File: src/rtl/tr_defuzzy_seq.sv
// Sequenced type-reduction / centroid defuzzifier for the interval type-2 fuzzy processor.
// Averages three FOU strength pairs, forms weighted sums, then divides with an 18-step restoring divider.
module tr_defuzzy_seq #(
    parameter logic [7:0] POS1    = 8'd0,
    parameter logic [7:0] POS2    = 8'd128,
    parameter logic [7:0] POS3    = 8'd255,
    parameter logic [7:0] DEFAULT = 8'd128
) (
    input  logic       clk,
    input  logic       rst,
    input  logic       start,
    input  logic [7:0] FOU_1_UP,
    input  logic [7:0] FOU_2_UP,
    input  logic [7:0] FOU_3_UP,
    input  logic [7:0] FOU_1_LOW,
    input  logic [7:0] FOU_2_LOW,
    input  logic [7:0] FOU_3_LOW,
    output logic [7:0] saida,
    output logic       busy,
    output logic       done,
    output logic       div_zero
);

    localparam int unsigned NUM_W = 18;
    localparam int unsigned DEN_W = 10;
    localparam int unsigned CNT_W = 5;

    localparam logic [1:0] S_IDLE = 2'd0;
    localparam logic [1:0] S_SUM  = 2'd1;
    localparam logic [1:0] S_DIV  = 2'd2;
    localparam logic [1:0] S_FIN  = 2'd3;

    localparam logic [CNT_W-1:0] DIV_LAST = CNT_W'(NUM_W - 1);

    logic [1:0]       r_state;
    logic [1:0]       w_state_nxt;

    logic [7:0]       r_up1, r_up2, r_up3;
    logic [7:0]       r_low1, r_low2, r_low3;
    logic [NUM_W-1:0] r_num;
    logic [DEN_W-1:0] r_den;
    logic [DEN_W-1:0] r_rem;
    logic [NUM_W-1:0] r_quo;
    logic [CNT_W-1:0] r_cnt;
    logic             r_zero;
    logic [7:0]       r_saida;
    logic             r_busy;
    logic             r_done;
    logic             r_div_zero;

    logic [7:0]       w_f1, w_f2, w_f3;
    logic [NUM_W-1:0] w_num;
    logic [DEN_W-1:0] w_den;
    logic [DEN_W:0]   w_rem_sh;
    logic [DEN_W:0]   w_rem_nxt;
    logic             w_ge;

    // Averaged FOU strengths and the weighted sums taken in SUM
    always_comb begin
        w_f1  = 8'((9'(r_up1) + 9'(r_low1)) >> 1);
        w_f2  = 8'((9'(r_up2) + 9'(r_low2)) >> 1);
        w_f3  = 8'((9'(r_up3) + 9'(r_low3)) >> 1);
        w_num = NUM_W'(w_f1) * NUM_W'(POS1)
              + NUM_W'(w_f2) * NUM_W'(POS2)
              + NUM_W'(w_f3) * NUM_W'(POS3);
        w_den = DEN_W'(w_f1) + DEN_W'(w_f2) + DEN_W'(w_f3);
    end

    // One restoring-division step; the stored remainder is always below den, so 10 bits hold it
    always_comb begin
        w_rem_sh  = {r_rem, r_num[NUM_W-1]};
        w_ge      = (w_rem_sh >= {1'b0, r_den});
        w_rem_nxt = w_ge ? (w_rem_sh - {1'b0, r_den}) : w_rem_sh;
    end

    always_ff @(posedge clk or posedge rst) begin
        if (rst) begin
            r_state <= S_IDLE;
        end else begin
            r_state <= w_state_nxt;
        end
    end

    always_comb begin
        w_state_nxt = r_state;
        case (r_state)
            S_IDLE:  if (start) w_state_nxt = S_SUM;
            S_SUM:   w_state_nxt = (w_den == '0) ? S_FIN : S_DIV;
            S_DIV:   if (r_cnt == '0) w_state_nxt = S_FIN;
            S_FIN:   w_state_nxt = S_IDLE;
            default: w_state_nxt = S_IDLE;
        endcase
    end

    // Operand capture, divider datapath and registered result
    always_ff @(posedge clk or posedge rst) begin
        if (rst) begin
            r_up1      <= '0;
            r_up2      <= '0;
            r_up3      <= '0;
            r_low1     <= '0;
            r_low2     <= '0;
            r_low3     <= '0;
            r_num      <= '0;
            r_den      <= '0;
            r_rem      <= '0;
            r_quo      <= '0;
            r_cnt      <= '0;
            r_zero     <= 1'b0;
            r_saida    <= '0;
            r_busy     <= 1'b0;
            r_done     <= 1'b0;
            r_div_zero <= 1'b0;
        end else begin
            r_done <= 1'b0;
            case (r_state)
                S_IDLE: begin
                    if (start) begin
                        r_up1  <= FOU_1_UP;
                        r_up2  <= FOU_2_UP;
                        r_up3  <= FOU_3_UP;
                        r_low1 <= FOU_1_LOW;
                        r_low2 <= FOU_2_LOW;
                        r_low3 <= FOU_3_LOW;
                        r_busy <= 1'b1;
                    end
                end
                S_SUM: begin
                    r_num  <= w_num;
                    r_den  <= w_den;
                    r_zero <= (w_den == '0);
                    r_cnt  <= DIV_LAST;
                    r_rem  <= '0;
                    r_quo  <= '0;
                end
                S_DIV: begin
                    r_num <= {r_num[NUM_W-2:0], 1'b0};
                    r_rem <= DEN_W'(w_rem_nxt);
                    r_quo <= {r_quo[NUM_W-2:0], w_ge};
                    r_cnt <= r_cnt - CNT_W'(1);
                end
                S_FIN: begin
                    if (r_zero) begin
                        r_saida    <= DEFAULT;
                        r_div_zero <= 1'b1;
                    end else begin
                        r_saida    <= (|r_quo[NUM_W-1:8]) ? 8'hFF : r_quo[7:0];
                        r_div_zero <= 1'b0;
                    end
                    r_done <= 1'b1;
                    r_busy <= 1'b0;
                end
                default: ;
            endcase
        end
    end

    assign saida    = r_saida;
    assign busy     = r_busy;
    assign done     = r_done;
    assign div_zero = r_div_zero;

endmodule

File: config.mk
export PLATFORM = sky130hd
export DESIGN_NAME = tr_defuzzy_seq
export DESIGN_NICKNAME = d
export VERILOG_FILES = /design/src/rtl/tr_defuzzy_seq.sv
export SDC_FILE = /design/constraint.sdc
export NUM_CORES = 1
export LEC_CHECK = 0
export BUFFER_PORTS_ARGS = -buffer_cell sky130_fd_sc_hd__clkbuf_2
export CORE_ASPECT_RATIO = 0.75
export CORE_MARGIN = 2
export CORE_UTILIZATION = 23
export DETAILED_ROUTE_END_ITERATION = 8
export SETUP_SLACK_MARGIN = 0.4
export SYNTH_ARGS = -nofsm -noshare
export SYNTH_HDL_FRONTEND = slang
export SYNTH_SLANG_ARGS = --single-unit
File: constraint.sdc
create_clock -name clk -period 6.1 [get_ports clk]
set_input_delay 0.305 -clock clk [delete_from_list [all_inputs] [get_ports clk]]
set_output_delay 0.305 -clock clk [all_outputs]
set_load 0.005 [all_outputs]
==> flow_summary.json <==
{
  "drive_gt1_share_pct": 22.6,
  "cts_sinks": 123,
  "ios": 62,
  "synth-seq-cells": 123,
  "critPathLaunch": "r_low3[0]$_DFFE_PP0P_",
  "fin_skew_ps": 14.5,
  "setup.worst_path.end_class": "flop",
  "grt_remaining_overflow": 0,
  "die_x_um": 230,
  "area_delta_synth_final_pct": 20.6,
  "r2r-start": "r_low3[0]$_DFFE_PP0P_",
  "finalHoldViolations": 0,
  "die_area_um2": 39900,
  "die_y_um": 173,
  "cts-htree-levels": 4,
  "finalSetupViolations": 0,
  "antenna_found_initial": 0,
  "rsz0062_at_grt": "true",
  "grt_usage_pct": 10.0,
  "synth-edff-count": 0,
  "routabilityCongestion": 0.842,
  "clockBufferDepth": 2,
  "cts_root_buffer": "clkbuf_16",
  "min_period_ps": 5650,
  "dp_hpwl_mm": 14.6,
  "n_antenna_cell": 0,
  "seq_area_frac_synth_pct": 34.9,
  "ys_dominant_reg_cell": "dfrtp_1",
  "ys_types": 66,
  "cp.required_ps": 6400,
  "cts_tree": "done",
  "clkLatencyLatePin_ps": 430,
  "grt_pass1_wl_mm": 32.4,
  "drv_cap": 0,
  "numCtsBuffers": 17,
  "routed_wl_mm": 19.1,
  "vias_per_cell": 4.30,
  "tightest_slew_ps": 888,
  "wl_met2_mm": 8.88,
  "avgSynthCellArea_um2": 10.2,
  "yosysWarnings": 0,
  "grt_max_degree": 54,
  "r2r_cells": 23,
  "reg2reg_slack_ps": 450,
  "dr.first_iter.drc_count": 316,
  "drc": 0,
  "worstSetupPathType": "reg2reg",
  "min_delay_path_depth": 2,
  "port_buffers": 61,
  "dr_wl_met3_um": 714,
  "max_freq_mhz": 177,
  "wl_per_cell_um": 13.0,
  "tns_ps": 0,
  "synth_cells": 866,
  "worst_hold_path_type": "in2reg",
  "layout.nets": 1123,
  "post-route-period-util_pct": 92.7,
  "drv_slew": 0,
  "core-area_um2": 38000,
  "start_kind": "flop",
  "worstPathArrival_ps": 5950,
  "rows": 62,
  "path_clk_slew_ps": 70,
  "grt_pass1_vias": 6569,
  "synth_fp_nets": 1047,
  "rr_endpoint": "r_num[16]$_DFFE_PP0P_",
  "top_layer": "met4",
  "postRouteAntennaNets": 0,
  "wl_met1_mm": 9.21,
  "vias": 6304,
  "ys_async_sr_fraction_pct": 100,
  "status": "complete, no violations",
  "endpoint": "r_num[16]$_DFFE_PP0P_",
  "critPathMaxFanout": 4,
  "syn-cell-area_um2": 8810,
  "initial_core_util_pct": 23.2,
  "max_slew_margin_pct": 40.7,
  "firstDrtPassIters": 4
}
==> critical path, stage by stage (launching register included) <==
cell and delay, ps:
dfrtp_1 400, and2_4 170, fa_2 360, a21o_1 220, a21oi_4 180, o21bai_1 110
a21oi_2 220, xnor2_2 200, xor2_2 130, ha_1 290, inv_1 80, fa_1 530
inv_1 50, fa_1 520, inv_1 50, fa_1 520, inv_1 40, ha_1 330
o21a_1 140, o31a_1 200, nor2_4 60, o311ai_4 240, a211oi_1 100, or3b_1 360
==> metrics by stage <==
| step | instances | utilization, % | setup WS [ps] | hold WS [ps] | instance area, um2 |
|---|---|---|---|---|---|
| after CTS | 1461 | 27.6 | 405 | 84.1 | 10500 |
| after global placement | 1424 | 25.6 | 275 | 353 | 9740 |
| after global routing | 1467 | 27.9 | 164 | 89.9 | 10600 |
| final | 1467 | 27.9 | 448 | 98.7 | 10600 |
| after detailed placement | 1424 | 25.6 | 16.8 | 358 | 9740 |
| after floorplan | 866 | - | 427 | 453 | 8810 |
==> metal layers <==
layer	up-vias	GRT usage (%)
met3	15	2.17
met5	-	0
met2	88	16.4
li1	3111	-
met4	0	2.93
met1	3090	13.3
==> how the worst min path moves through the flow <==
stage / from / slack [ps] / endpoint
after floorplan: r_cnt[3]$_DFFE_PP0P_ / 450 / r_cnt[3]$_DFFE_PP0P_
after global placement: rst / 350 / r_den[4]$_DFFE_PP0P_
after detailed placement: rst / 360 / r_den[4]$_DFFE_PP0P_
after CTS: FOU_3_UP[3] / 80 / r_up3[3]$_DFFE_PP0P_
after global routing: FOU_3_UP[3] / 90 / r_up3[3]$_DFFE_PP0P_
final: FOU_3_UP[3] / 100 / r_up3[3]$_DFFE_PP0P_
==> cells in the mapped netlist (all sizes together) (4+ instances only) <==
master	n	area [um2]
or4	4	30.0
mux2i	10	100
o22ai	9	56.3
and3	9	61.3
o21bai	8	60.1
xor2	14	123
xnor2	26	243
nand3	19	95.1
a211oi	8	65.1
mux2	57	642
a21o	14	105
inv	135	507
o21a	6	45.0
ha	81	1010
a221o	5	50.1
a21oi	67	343
nor3	11	55.1
dfrtp	123	3080
nor2b	6	40.0
clkbuf	21	78.8
nand2	41	154
a22o	10	87.6
nand2b	4	25.0
fa	49	981
buf	4	15.0
o21ai	29	145
and2	7	43.8
o2111ai	5	50.0
nor2	46	175
==> cell usage in the layout (no fill, tap or decap), drive strengths merged, types with 19 or more instances in the layout <==
cell type and instances:
a21oi 67, buf 20, clkbuf 78, dfrtp 123, fa 49, ha 81, inv 145, mux2 57
nand2 41, nand3 19, nor2 46, o21ai 29, xnor2 26
==> cells by family after synthesis <==
kind of cell,share of synthesized area [%]
flops,34.9
fa+ha+maj,22.6
xor+xnor,4.15
compound gates,14.0
simple gates,9.03
buf+inv,6.82
mux,8.42
==> registers in the layout, summed over array words and instances (netlist names), 2 cells and up <==
name and flops:
r_low3 8, r_num 18, r_up1 8, r_cnt 5, r_low1 8, r_up2 8
r_den 10, r_rem 10, r_quo 18, r_low2 8, r_up3 8, r_state 2
saida 8
==> repair_timing <==
item / in CTS / in global routing
endpoints found under the hold margin: 32 / 0
setup buffers: 4 / 6
pin swaps: 9 / 26
endpoints found under the setup margin: 5 / 7
gates cloned: 0 / 0
hold buffers: 1 / 0
resized for setup: 15 / 25
==> layout make-up <==
| cell class | count | area [um2] |
|---|---|---|
| flip-flops and latches | 123 | 3080 |
| well taps | 512 | 641 |
| repair buffers | 82 | 473 |
| fillers | 4001 | 27400 |
| clock inverters | 15 | 200 |
| multi-input cells | 583 | 5300 |
| clock buffers | 17 | 425 |
| inverters | 135 | 509 |
Power is not shown: default switching activity piles up to over one toggle a cycle in this logic, so the estimate is an artifact.
